**config.mk**
```make
export PLATFORM = sky130hd
export DESIGN_NAME = btn_conditioner
export DESIGN_NICKNAME = d
export VERILOG_FILES = /design/src/rtl/btn_cond_pkg.sv /design/src/rtl/btn_channel.sv /design/src/rtl/btn_conditioner.sv
export SDC_FILE = /design/constraint.sdc
export NUM_CORES = 1
export LEC_CHECK = 0
export ABC_AREA = 1
export CAP_MARGIN = 20
export CORE_ASPECT_RATIO = 0.6
export CORE_MARGIN = 3
export CORE_UTILIZATION = 65
export CTS_CLUSTER_DIAMETER = 120
export DETAILED_ROUTE_END_ITERATION = 12
export GPL_TIMING_DRIVEN = 0
export PLACE_DENSITY = 0.95
export REMOVE_ABC_BUFFERS = 1
export SLEW_MARGIN = 20
export SYNTH_ARGS = -nofsm -noshare
export SYNTH_HDL_FRONTEND = slang
export SYNTH_SLANG_ARGS = --single-unit
```
**constraint.sdc**
```tcl
create_clock -name clk -period 9.7 [get_ports clk]
set_input_delay 2.425 -clock clk [delete_from_list [all_inputs] [get_ports clk]]
set_output_delay 2.425 -clock clk [all_outputs]
set_load 0.01 [all_outputs]
```
**src/rtl/btn_cond_pkg.sv**
```systemverilog
// rtl/btn_cond_pkg.sv - shared constants and repeat-state encoding for btn_conditioner
package btn_cond_pkg;

    // 10 MHz defaults: 10 ms debounce, 0.5 s to first repeat, 0.1 s between repeats
    localparam int DB_CYCLES_10MHZ    = 100000;
    localparam int REPEAT_DELAY_10MHZ = 5000000;
    localparam int REPEAT_RATE_10MHZ  = 1000000;

    typedef enum logic [1:0] {
        RPT_IDLE   = 2'd0,
        RPT_DELAY  = 2'd1,
        RPT_REPEAT = 2'd2
    } rpt_state_t;

    function automatic int max_int(input int a, input int b);
        return (a > b) ? a : b;
    endfunction

endpackage

```
**src/rtl/btn_channel.sv**
```systemverilog
// rtl/btn_channel.sv - one button: synchroniser, debounce, edge pulses, optional repeat (BTN_CONDITIONER_REPEAT_EN)
module btn_channel
    import btn_cond_pkg::*;
#(
    parameter int DB_CYCLES    = DB_CYCLES_10MHZ,
    parameter int REPEAT_DELAY = REPEAT_DELAY_10MHZ,
    parameter int REPEAT_RATE  = REPEAT_RATE_10MHZ
) (
    input  logic clk,
    input  logic rst,
    input  logic btn,
    output logic level,
    output logic press,
    output logic released
);

    localparam int DBW = $clog2(DB_CYCLES);

    logic           s1;
    logic           s2;
    logic [DBW-1:0] db_cnt;
    logic           accept;
    logic           rise;
    logic           fall;

    // The debounced level flips on the edge where the window of disagreement completes
    assign accept = (s2 != level) && (db_cnt == DBW'(DB_CYCLES - 1));
    assign rise   = accept && s2;
    assign fall   = accept && !s2;

    // Two-flop synchroniser for the asynchronous pin
    always_ff @(posedge clk or posedge rst) begin
        if (rst) begin
            s1 <= 1'b0;
            s2 <= 1'b0;
        end else begin
            s1 <= btn;
            s2 <= s1;
        end
    end

    // Stable-count filter: any agreement with the current level restarts the window
    always_ff @(posedge clk or posedge rst) begin
        if (rst) begin
            db_cnt <= '0;
            level  <= 1'b0;
        end else if (s2 == level) begin
            db_cnt <= '0;
        end else if (accept) begin
            db_cnt <= '0;
            level  <= s2;
        end else begin
            db_cnt <= db_cnt + 1'b1;
        end
    end

`ifdef BTN_CONDITIONER_REPEAT_EN
    localparam int RW = $clog2(max_int(REPEAT_DELAY, REPEAT_RATE) + 1);

    rpt_state_t    state;
    logic [RW-1:0] rpt_cnt;

    // Edge pulses plus hold-to-repeat; a falling level overrides any repeat expiry
    always_ff @(posedge clk or posedge rst) begin
        if (rst) begin
            state    <= RPT_IDLE;
            rpt_cnt  <= '0;
            press    <= 1'b0;
            released <= 1'b0;
        end else if (fall) begin
            state    <= RPT_IDLE;
            rpt_cnt  <= '0;
            press    <= 1'b0;
            released <= 1'b1;
        end else if (rise) begin
            state    <= RPT_DELAY;
            rpt_cnt  <= '0;
            press    <= 1'b1;
            released <= 1'b0;
        end else begin
            press    <= 1'b0;
            released <= 1'b0;
            case (state)
                RPT_DELAY: begin
                    if (rpt_cnt == RW'(REPEAT_DELAY - 1)) begin
                        press   <= 1'b1;
                        rpt_cnt <= '0;
                        state   <= RPT_REPEAT;
                    end else begin
                        rpt_cnt <= rpt_cnt + 1'b1;
                    end
                end
                RPT_REPEAT: begin
                    if (rpt_cnt == RW'(REPEAT_RATE - 1)) begin
                        press   <= 1'b1;
                        rpt_cnt <= '0;
                    end else begin
                        rpt_cnt <= rpt_cnt + 1'b1;
                    end
                end
                default: begin
                    rpt_cnt <= '0;
                end
            endcase
        end
    end
`else
    // Edge pulses registered alongside the level change
    always_ff @(posedge clk or posedge rst) begin
        if (rst) begin
            press    <= 1'b0;
            released <= 1'b0;
        end else begin
            press    <= rise;
            released <= fall;
        end
    end
`endif

endmodule

```
**src/rtl/btn_conditioner.sv**
```systemverilog
// rtl/btn_conditioner.sv - N independent button channels; repeat built with BTN_CONDITIONER_REPEAT_EN
module btn_conditioner
    import btn_cond_pkg::*;
#(
    parameter int N            = 5,
    parameter int DB_CYCLES    = DB_CYCLES_10MHZ,
    parameter int REPEAT_DELAY = REPEAT_DELAY_10MHZ,
    parameter int REPEAT_RATE  = REPEAT_RATE_10MHZ
) (
    input  logic         clk,
    input  logic         rst,
    input  logic [N-1:0] btn_in,
    output logic [N-1:0] level,
    output logic [N-1:0] press,
    output logic [N-1:0] released
);

    for (genvar i = 0; i < N; i++) begin : g_ch
        btn_channel #(
            .DB_CYCLES   (DB_CYCLES),
            .REPEAT_DELAY(REPEAT_DELAY),
            .REPEAT_RATE (REPEAT_RATE)
        ) u_ch (
            .clk     (clk),
            .rst     (rst),
            .btn     (btn_in[i]),
            .level   (level[i]),
            .press   (press[i]),
            .released(released[i])
        );
    end

endmodule
```
== Word-level counts from Yosys, hierarchy flattened ==
Index checks and enable logic that the tools add are counted.

* Memory bits (writable): 0
* Memory bits (read-only): 0
* Bits in latches: 0
* Bits in registers: 110
* Memories: 0
* Input bits: 7

* Div/mod/pow operators: 0
* Equal/unequal tests: 15
* Multiply operators: 0
* Order comparisons: 0
* Bitwise gates (word level): 5
* Muxes and demuxes: 10
* Add/subtract/negate cells: 5
* Shift operators: 0
* Reduce and logical (&&, ||, !) cells: 25

{| class="wikitable"
|+ Operators with widths
! kind !! count
|-
| 2-to-1 mux 17 bit || 10
|-
| adder 17 x 1 -> 17 bit (second input constant) || 5
|-
| equality test 17 bit (second input constant) || 5
|-
| logical AND 1 bit || 15
|-
| AND reduction 2 bit || 5
|-
| equality test 1 bit || 5
|-
| zero test 1 bit || 5
|-
| != test 1 bit || 5
|-
| inverter 1 bit || 5
|}

== Logic depth before layout (Yosys ltp) ==
Gate-level depths: netlist of the first run.

* Depth after elaboration: 4
* Mapped depth: 9

== Hierarchy ==
From an unflattened synthesis of the first run, not the netlist that was laid out.

* Cell total of the unflattened synthesis: 765
* Area, all modules: 5,924.4 um^2

{| class="wikitable"
|+ Modules (own cells, without submodules)
! module !! times used !! sequential area each (um^2) !! area each (um^2) !! cells each
|-
| btn_channel || 5 || 550.5 || 1,184.9 || 153
|}

== Worst setup path after synthesis of the first run ==
OpenSTA, ideal clock, no wires.

* Path type: reg-to-output
* Start: register g_ch[0].u_ch.level
* End: output level[0]
* Path slack: 6.772 ns
* Cell stages (with the launch flop): 2
* Data arrival time: 0.503 ns
* Cells stage by stage: dfrtp_1 > buf_4

{| class="wikitable"
|+ RTL lines
! element !! RTL line !! source
|-
| from (decl) || btn_channel.sv:12 || <nowiki>output logic level,</nowiki>
|-
| from (signal assigned) || btn_channel.sv:46 || <nowiki>level <= 1'b0;</nowiki>
|-
| from (signal assigned) || btn_channel.sv:51 || <nowiki>level <= s2;</nowiki>
|-
| to (decl) || btn_conditioner.sv:13 || <nowiki>output logic [N-1:0] level,</nowiki>
|}

No word-level cell between the ends.

== Worst setup path in the final report of the first run ==
* Start: register g_ch[0].u_ch.level
* End: output level[0]

No word-level cell between the ends.

==> flow_summary.yaml, run 1 <==
timing:
  slew_viol_final: 0
  min_period_ps: 3760
  rsz0062_at_grt: "no"
  maxSlewHeadroom: 0.760
  setup_violations: 0
  tightest_slew_ps: 360
  fin_tns_setup_ps: 0
  timing.final.crit_share: 0.387
  hold_viol_final: 0
  fin_worst_skew_ps: 6.72
  clock.fmax_mhz: 266
global_routing:
  overflow: 0
  grt_pass1_wl_um: 22700
  grtUsageTotal: 0.280
  grt_max_degree: 74
  grt_pass1_vias: 4870
  grt_antenna_before_repair: 0
floorplan:
  num_io_pins: 22
  rows: 26
  core_sq_um: 8620
  die_area_sq_um: 10200
  die_h_um: 79.4
  initial_core_util: 0.678
  die_w_um: 128
setup_path:
  cp-start-kind: "flip-flop"
  r2r_cells: 6
  crit_family: "buffers and inverters"
  r2r_start: "g_ch[0].u_ch.db_cnt[0]"
  crit_slowest_cell: "clkdlybuf4s50_1"
  r2r_slack_ps: 8200
  crit_path_max_fanout: 3
  crit_chain: "clkdlybuf4s50_1"
  worstSetupEndpointType: "output port"
  r2r_end: "g_ch[0].u_ch.db_cnt[10]"
  path_class: "flip-flop to output port"
  cp_num_buf_inv: 1
  cp.required_ps: 7280
  arrival_ps: 1330
  slowest_delay_ps: 580
clock_network:
  cts.repair.resized: 0
  numCtsBuffers: 9
  cts_root_buf: "clkbuf_16"
  cts.clk_slew.worst_paths_ps: 70
  insertion_delay_ps: 350
  cts_hold_buf: 0
  clockBufferDepth: 2
  cts_tree: "built"
  htree_levels: 3
  post_cts_buffers: 0
  clock-sinks: 110
power_and_ir_drop:
  p_per_area_nw_per_um2: 137
  leakage_nw: 2.85
  intPower_w: 0.000687
  pwr-share-comb: 0.039
  swShare: 0.217
  p_sw_w: 0.000190
  vdd_drop_max_uv: 106
  clkPwrFrac: 0.424
  seqPwrFrac: 0.537
placement:
  io_buffers: 21
  placed_cell_area_sq_um: 6110
  dp.cells: 868
  dp_hpwl_um: 9090
  gp_congestion: 1.00
hold_path:
  hp-class: "flip-flop to flip-flop"
  min_to: "g_ch[1].u_ch.s2"
  hold_depth: 0
  hp-start: "g_ch[1].u_ch.s1"
detailed_routing:
  drc: 0
  ant_nets: 0
  first_iter_violations: 654
  wire_per_inst_um: 14.8
  vias: 5096
  viasPerCell: 5.78
  wl_um: 13000
  drt-pass1-iter-count: 5
synthesis:
  synthCells: 749
  avgSynthCellArea_sq_um: 7.80
  synth_top_area_cell: "dfrtp_1"
  synth_edf_count: 0
  netlist-cell-type-count: 22
  synthTopCellsByArea: "dfrtp_1 47%, nand2_1 10%, nor2_1 10%, inv_1 5.4%, nand3_1 5.2%"
  syn_area_sq_um: 5840
  ys_warn_count: 0
  async_flop_share: 1.00
  yosys-top-cells-count: "156 x nand2_1, 156 x nor2_1, 110 x dfrtp_1"
  ys_ff_latch: 110
  ys.flop_type: "dfrtp_1"
  synth_top_area_share: 0.471
  synth_seq_area_share: 0.471
finish:
  nFillCells: 569
  finalInstanceArea_sq_um: 6410
  finalNonFillerCells: 882
  antenna_cells: 0
  nets: 779
  drive_above_1_share: 0.101
  area_growth_pct: 9.73
outcome:
  outcome: "complete, no violations"
job:
  cap_viol_max_count: 0
## power by group through the flow
stage	Combinational [W]	Sequential, W	Clock (W)
2_1_floorplan	0.0000234	0.000478	0
3_3_place_gp	0.0000309	0.000479	0
3_5_place_dp	0.0000350	0.000480	0
4_1_cts	0.0000355	0.000471	0.000376
5_1_grt	0.0000395	0.000472	0.000399
6_report	0.0000346	0.000471	0.000372
## layout make-up
class | instances | area (sq um) | area share
Timing Repair Buffer | 22 | 238 | 0.0371
Inverter | 91 | 347 | 0.0541
Multi-Input combinational cell | 533 | 2630 | 0.411
Tap cell | 112 | 140 | 0.0219
Clock inverter | 3 | 45.0 | 0.00703
Clock buffer | 11 | 253 | 0.0394
Sequential cell | 110 | 2750 | 0.430
## kinds of logic after synthesis
family | Yosys count | share of synthesized area
simple gates | 457 | 0.352
compound gates | 45 | 0.0488
buf+inv | 106 | 0.0778
xor+xnor | 26 | 0.0390
fa+ha+maj | 5 | 0.0107
flops | 110 | 0.471
## worst max path at each step
| stage | end | start | cells after the start |
|---|---|---|---|
| floorplan | g_ch[0].u_ch.db_cnt[0] | rst | 1 |
| global placement | g_ch[3].u_ch.db_cnt[13] | rst | 2 |
| detailed placement | g_ch[3].u_ch.db_cnt[13] | rst | 3 |
| CTS | level[0] | g_ch[0].u_ch.level | 1 |
| global route | level[0] | g_ch[0].u_ch.level | 1 |
| finish | level[0] | g_ch[0].u_ch.level | 1 |
## cell usage in the layout (no fill, tap or decap), drive strengths merged
cell type and n:
nand2 185, a21oi 14, nor3b 1, clkdlybuf4s50 21
inv 91, clkinvlp 2, dfrtp 110, bufinv 1
clkbuf 11, o21a 4, nor2 182, xor2 19
nor3 5, o21ai 7, nand4 22, xnor2 7
nand3b 1, nand3 61, ha 5, buf 1
o21bai 20
## flip-flops by register name (all words and copies together), names as in the netlist
register,cells
g_ch.u_ch.s1,5
g_ch.u_ch.released,5
g_ch.u_ch.db_cnt,85
g_ch.u_ch.press,5
g_ch.u_ch.s2,5
g_ch.u_ch.level,5
## through the flow
step	power, W	util	setup slack, ps	hold slack [ps]
floorplan	0.000502	-	4370	331
global placement	0.000510	0.705	2970	332
detailed placement	0.000515	0.709	6200	336
CTS	0.000882	0.743	5950	352
global route	0.000910	0.743	5920	359
finish	0.000878	0.743	5940	352
## per-layer routing
layer | vias up | GRT usage | wire length (um)
li1 | 2366 | - | -
met1 | 2426 | 0.383 | 5610
met2 | 258 | 0.449 | 6080
met3 | 46 | 0.0642 | 1070
met4 | 0 | 0.0900 | 274
met5 | - | 0 | 0
(Power assumes the default switching activity.)
==> inputs of run 2 (changes only) <==
--- a/config.mk
+++ b/config.mk
@@ -9,11 +9,11 @@
 export CAP_MARGIN = 20
 export CORE_ASPECT_RATIO = 0.6
 export CORE_MARGIN = 3
-export CORE_UTILIZATION = 65
+export CORE_UTILIZATION = 55
 export CTS_CLUSTER_DIAMETER = 120
 export DETAILED_ROUTE_END_ITERATION = 12
 export GPL_TIMING_DRIVEN = 0
-export PLACE_DENSITY = 0.95
+export PLACE_DENSITY = 0.88
 export REMOVE_ABC_BUFFERS = 1
 export SLEW_MARGIN = 20
 export SYNTH_ARGS = -nofsm -noshare
==> constraint.sdc (replaced) <==
create_clock -name clk -period 3.3 [get_ports clk]
set_input_delay 0.825 -clock clk [delete_from_list [all_inputs] [get_ports clk]]
set_output_delay 0.825 -clock clk [all_outputs]
set_load 0.01 [all_outputs]
==> flow_summary.yaml, run 2 (synthesized netlist as in run 1, its figures left out) <==
setup_path:
  path_class: "flip-flop to output port"
  cp.required_ps: 2470
  crit_family: "buffers and inverters"
  worstSetupEndpointType: "output port"
  crit_slowest_cell: "clkdlybuf4s50_1"
  crit_chain: "clkdlybuf4s50_1"
  cp-start-kind: "flip-flop"
  cp_num_buf_inv: 1
  crit_path_max_fanout: 3
  slowest_delay_ps: 550
  r2r_end: "g_ch[1].u_ch.db_cnt[16]"
  r2r_start: "g_ch[1].u_ch.db_cnt[0]"
  arrival_ps: 1280
  r2r_slack_ps: 1820
  r2r_cells: 8
power_and_ir_drop:
  leakage_nw: 2.85
  vdd_drop_max_uv: 243
  p_per_area_nw_per_um2: 392
global_routing:
  grt_pass1_wl_um: 21400
  grt_max_degree: 66
  overflow: 0
  grtUsageTotal: 0.217
  grt_pass1_vias: 4603
  grt_antenna_before_repair: 0
placement:
  dp_hpwl_um: 8940
  io_buffers: 21
  gp_congestion: 0.963
  place_ws_ps: 1310
hold_path:
  hold_depth: 0
  hp-class: "flip-flop to flip-flop"
  hp-start: "g_ch[4].u_ch.s1"
  min_to: "g_ch[4].u_ch.s2"
timing:
  rsz0062_at_grt: "no"
  hold_ws_ps: 357
  min_period_ps: 2100
  clock.fmax_mhz: 476
  slew_viol_final: 0
  fin_tns_setup_ps: 0
  fin_worst_skew_ps: 10.6
  tightest_slew_ps: 589
  timing.final.crit_share: 0.637
  setup_ws_ps: 1200
  setup_violations: 0
  maxSlewHeadroom: 0.607
  hold_viol_final: 0
detailed_routing:
  drc: 0
  wl_um: 12100
  vias: 4780
  first_iter_violations: 472
  drt-pass1-iter-count: 5
  viasPerCell: 5.27
  wire_per_inst_um: 13.3
  ant_nets: 0
floorplan:
  rows: 28
  core_sq_um: 10100
  die_h_um: 85.8
  num_io_pins: 22
  die_area_sq_um: 11900
  die_w_um: 139
  initial_core_util: 0.579
finish:
  nFillCells: 852
  drive_above_1_share: 0.102
  nets: 779
  largest_reg_flops: 85
  final_core_util: 0.637
  antenna_cells: 0
  most-common-layout-cells: "156 x nand2_1, 156 x nor2_1, 110 x dfrtp_1, 83 x inv_1, 61 x nand3_1"
  area_growth_pct: 9.98
  largest-register: "g_ch.u_ch.db_cnt"
outcome:
  outcome: "complete, no violations"
job:
  cap_viol_max_count: 0
clock_network:
  clock-sinks: 110
  htree_levels: 3
  insertion_delay_ps: 340
  clockBufferDepth: 2
  cts_tree: "built"
  cts.clk_slew.worst_paths_ps: 70
  cts.repair.resized: 0
  post_cts_buffers: 0
  cts_root_buf: "clkbuf_16"
  cts_hold_buf: 0
  numCtsBuffers: 9
[run 2: cell types whose count changed in the layout (fill, tap and decap cells not counted)]
| cell | previous run | this run |
|---|---|---|
| clkinv_4 | 0 | 1 |
| clkinv_2 | 0 | 1 |
| inv_8 | 0 | 1 |
| bufinv_16 | 1 | 0 |
| inv_6 | 1 | 2 |
| clkinvlp_4 | 2 | 1 |
| clkbuf_1 | 0 | 1 |
| clkbuf_8 | 2 | 1 |
[run 2: through the flow]
step	power, W	cell area [sq um]	cells
2_1_floorplan	0.00147	5730	734
3_3_place_gp	0.00150	6110	890
3_5_place_dp	0.00151	6140	891
4_1_cts	0.00255	6420	907
5_1_grt	0.00261	6420	907
6_report	0.00252	6420	907
[run 2: per-layer routing]
layer	up-vias	wire length, um	track usage
met5	-	0	0
met4	0	116	0.0480
met3	10	745	0.0412
met2	144	5130	0.332
met1	2255	6080	0.325
li1	2371	-	-
[run 2: cell type report]
| class | instances | area, sq um | share of cell area |
|---|---|---|---|
| Clock buffer | 11 | 243 | 0.0378 |
| Sequential cell | 110 | 2750 | 0.429 |
| Clock inverter | 5 | 41.3 | 0.00643 |
| Inverter | 91 | 347 | 0.0540 |
| Timing Repair Buffer | 22 | 238 | 0.0370 |
| Multi-Input combinational cell | 533 | 2630 | 0.410 |
| Tap cell | 135 | 169 | 0.0263 |
[run 2: worst max-delay path by stage]
stage / start / to / slack (ps) / depth (start not counted)
floorplan: rst / g_ch[0].u_ch.db_cnt[0] / -430 / 1
global placement: rst / g_ch[0].u_ch.db_cnt[10] / -1960 / 2
detailed placement: rst / g_ch[0].u_ch.db_cnt[10] / 1310 / 3
CTS: g_ch[3].u_ch.level / level[3] / 1180 / 1
global route: g_ch[0].u_ch.level / level[0] / 1150 / 1
finish: g_ch[1].u_ch.level / level[1] / 1200 / 1
[run 2: where the power goes]
group	internal (W)	switching [W]
sequential	0.00137	0.0000156
combinational	0.0000301	0.0000697
clock	0.000542	0.000493
==> variant 1: new RTL, flow settings as in run 1 <==
The parameter `N` goes from 5 to 4.
--- a/src/rtl/btn_conditioner.sv
+++ b/src/rtl/btn_conditioner.sv
@@ -3,5 +3,5 @@
     import btn_cond_pkg::*;
 #(
-    parameter int N            = 5,
+    parameter int N            = 4,
     parameter int DB_CYCLES    = DB_CYCLES_10MHZ,
     parameter int REPEAT_DELAY = REPEAT_DELAY_10MHZ,
Interface: changed (resized btn_in, level, press and released); port bits go from 22 to 18. No check against the original RTL was run, so the function may have changed too.
==> variant 1 against run 1 <==
Count of clock-buffer cells in the layout is 4 higher; sequential cell count shrank 22; synthesized area down 19%; worst setup slack better by 22 ps; wire length fell by 18%; critical endpoint is now level[3]; critical path type unchanged; design area is 19% lower; die area down 18%; total power down 17%; critical path depth is the same.
==> variant 1: results (changes against run 1) <==
metric	value	unit	change
status	complete, no violations		unchanged
final wirelength	10600	µm	was 13,000 µm
Critical R2R Capture	g_ch[0].u_ch.db_cnt[15]		was g_ch[0].u_ch.db_cnt[10]
layout cells sized above 1	12.3	%	was 10.1%
critical path arrival	1310	ps	was 1330 ps
post-synthesis sequential area ratio	46.6	%	was 47.1%
Via Count	4002		was 5,096
Area after DPL	4940	µm²	was 6110 µm²
Hold Path Sink	g_ch[3].u_ch.s2		was g_ch[1].u_ch.s2
Int Pwr	0.568	mW	was 0.687 mW
cell leakage power	2.31	nW	was 2.85 nW
Netlist cell types	26		was 22
Post-Synthesis Cells	605		was 749
most instantiated cells after synthesis	127 x nor2_1, 120 x nand2_1, 88 x dfrtp_1, 65 x inv_1, 46 x nand3_1		was 156 x nand2_1, 156 x nor2_1, 110 x dfrtp_1, 84 x inv_1, 61 x nand3_1
GPL Wtd Cong	0.924		was 1.00
max reg flops	68		was 85
drt pass-1 iters	6		was 5
DRT iter0 DRCs	530		was 654
placed cells	696		was 868
hold_sp	g_ch[3].u_ch.s1		was g_ch[1].u_ch.s1
H-tree levels	3		unchanged
Period minus WS final	3740	ps	was 3760 ps
Hold Slack	357	ps	was 352 ps
DP Wirelength	7200	µm	was 9090 µm
CP peak stage delay	560	ps	was 580 ps
reg-to-reg setup timing slack	8130	ps	was 8200 ps
Reg area	2200	µm²	was 2750 µm²
pin count of the biggest net entering global routing	62		was 74
peak supply drop	96.6	µV	was 106 µV
Worst Path Max Fanout	4		was 3
DP Worst Slack	6290	ps	was 6200 ps
top cells by area, synth	dfrtp_1 47%, nor2_1 10%, nand2_1 9.5%, inv_1 5.2%, nand3_1 4.9%		was dfrtp_1 47%, nand2_1 10%, nor2_1 10%, inv_1 5.4%, nand3_1 5.2%
first-pass GRT wire length	18100	µm	was 22,700 µm
Worst-Margin Slew	402	ps	was 360 ps
post-route clock skew	5.24	ps	was 6.72 ps
Layout Nets	630		was 779
variant 1: how the worst max path moves through the flow:
stage,end,cells past startpoint,start
after floorplan,g_ch[0].u_ch.db_cnt[0],1,rst
after global placement,g_ch[3].u_ch.db_cnt[12],2,rst
after detailed placement,g_ch[3].u_ch.db_cnt[11],3,rst
after CTS,level[3],1,g_ch[3].u_ch.level
after global routing,level[3],1,g_ch[3].u_ch.level
final,level[3],1,g_ch[3].u_ch.level
variant 1: cell type report:
type | instances | share of cell area (%)
Timing Repair Buffer | 18 | 3.80
Multi-Input combinational cell | 428 | 41.2
Tap cell | 87 | 2.09
Clock buffer | 15 | 5.15
Inverter | 75 | 5.48
Sequential cell | 88 | 42.3
variant 1: cells by family (layout without fill, tap and decap cells):
family | after synthesis | after routing | synth area share (%)
fa+ha+maj | 4 | 4 | 1.06
flops | 88 | 88 | 46.6
xor+xnor | 20 | 20 | 3.71
simple gates | 367 | 367 | 35.4
buf+inv | 89 | 108 | 8.10
compound gates | 37 | 37 | 5.16
variant 1: per-layer routing:
metal,share of wire [%],global-route usage [%]
met5,0,0
met4,1.9,9.27
met3,7.1,7.58
met2,48,45.3
met1,43,36.3
variant 1: power by group through the flow:
stage | Clock (mW) | Combinational [mW] | Sequential (mW)
final | 0.326 | 0.0282 | 0.377
after global routing | 0.343 | 0.0321 | 0.378
after CTS | 0.328 | 0.0291 | 0.377
after detailed placement | 0 | 0.0282 | 0.384
after global placement | 0 | 0.0246 | 0.383
after floorplan | 0 | 0.0183 | 0.383
variant 1: worst reg2reg max path, cell delays in order (launching register included):
cell and delay, ps:
dfrtp_1 420, ha_1 230, nand3_1 180, nor2_1 190, nand3_1 140, nand2_2 200, nor2_1 90
==> variant 2: new RTL, config.mk and constraints of run 1 <==
Made on the original files. Put a register stage on the output `level`. The value now appears one clock later. The other outputs are not delayed to match. Comments in the files are not updated.
--- a/src/rtl/btn_conditioner.sv
+++ b/src/rtl/btn_conditioner.sv
@@ -16,4 +16,6 @@
 );
 
+    logic [N-1:0] level_d;
+
     for (genvar i = 0; i < N; i++) begin : g_ch
         btn_channel #(
@@ -25,5 +27,5 @@
             .rst     (rst),
             .btn     (btn_in[i]),
-            .level   (level[i]),
+            .level   (level_d[i]),
             .press   (press[i]),
             .released(released[i])
@@ -31,3 +33,7 @@
     end
 
+    always_ff @(posedge clk) begin
+        level <= level_d;
+    end
+
 endmodule
Check against the original RTL: no difference found for any inputs over 10 cycles, from zero or initial values and one cycle with rst high; that may be too few to reach the edited logic, so the function may still have changed.
==> variant 2 against run 1 <==
Non-clock buffer count is the same; sequential power grew 4.7%; worst setup slack better by 55 ps; die area is 1.0% higher; sequential cell count increased by 5; design area increased by 5.1%; total power up 24%; hold slack got worse by 6.0 ps; clock power rose by 50%; synthesized area grew 1.1%; wire length up 6.0%; synthesized cell count did not move; register-to-register slack worse by 30 ps; critical endpoint is now released[1]; highest routed layer unchanged.
==> variant 2: results (changes against run 1) <==
metric	value	unit	change
status	complete, no violations		unchanged
vias in the first global route	5038		was 4,870
Worst Setup SP	g_ch[1].u_ch.released		was g_ch[0].u_ch.level
RR Startpoint	g_ch[2].u_ch.db_cnt[12]		was g_ch[0].u_ch.db_cnt[0]
placed cells	873		was 868
Worst-Skew Late Latency	420	ps	was 350 ps
fraction of area in registers	42.3	%	was 43.0%
DP Worst Slack	6220	ps	was 6200 ps
Hold Path Sink	g_ch[3].u_ch.s2		was g_ch[1].u_ch.s2
sequential cells	115		was 110
hold_sp	g_ch[3].u_ch.s1		was g_ch[1].u_ch.s1
layout cells sized above 1	11.5	%	was 10.1%
Worst Path Max Fanout	1		was 3
CTS clk-pin slew, worst paths	50	ps	was 70 ps
crit path to	released[1]		was level[0]
Non-Filler Instances	904		was 882
CTS Buf Count	17		was 9
DP Wirelength	9120	µm	was 9090 µm
CP peak stage delay	540	ps	was 580 ps
Slew headroom	72.7	%	was 76.0%
drt wl/cell	15.3	µm	was 14.8 µm
Clock buffer cells	25		was 11
Hold Slack	346	ps	was 352 ps
Post-Synth Adder-Cell Area	1.06	%	was 1.07%
filler cell count in the final layout	539		was 569
reg-to-reg setup timing slack	8170	ps	was 8200 ps
GPL Wtd Cong	0.926		was 1.00
Finished Core Util	77.8	%	was 74.3%
Via Count	5172		was 5,096
DRT iter0 DRCs	629		was 654
top cells by area, synth	dfrtp_1 47%, nand2_1 9.9%, nor2_1 9.9%, inv_1 5.3%, nand3_1 5.2%		was dfrtp_1 47%, nand2_1 10%, nor2_1 10%, inv_1 5.4%, nand3_1 5.2%
Overall Global Routing Usage	28.9	%	was 28.0%
Syn Area/Cell	7.88	µm²	was 7.80 µm²
post-route clock skew	9.46	ps	was 6.72 ps
Period minus WS final	3700	ps	was 3760 ps
clock network area share	7.80	%	was 4.65%
post-synthesis sequential area ratio	48.3	%	was 47.1%
Switching Power	0.242	mW	was 0.190 mW
variant 2: cell types whose count changed in the layout (fill, tap and decap cells not counted), sizes merged:
| cell | before | now |
|---|---|---|
| clkbuf | 11 | 25 |
| clkinv | 0 | 6 |
| dfxtp | 0 | 5 |
| clkinvlp | 2 | 0 |
| bufinv | 1 | 0 |
variant 2: routing by layer:
metal,GRT usage [%],vias to the layer above,wire length [µm]
li1,-,2407,-
met1,38.9,2453,5900
met2,45.0,268,6420
met3,7.22,44,1150
met4,11.7,0,343
met5,0,-,0
variant 2: power groups by stage:
| stage | Combinational, mW | Sequential [mW] | Clock, mW |
|---|---|---|---|
| final | 0.0351 | 0.493 | 0.559 |
| after global routing | 0.0401 | 0.493 | 0.584 |
| after CTS | 0.0359 | 0.493 | 0.559 |
| after detailed placement | 0.0352 | 0.501 | 0 |
| after global placement | 0.0312 | 0.500 | 0 |
| after floorplan | 0.0234 | 0.499 | 0 |
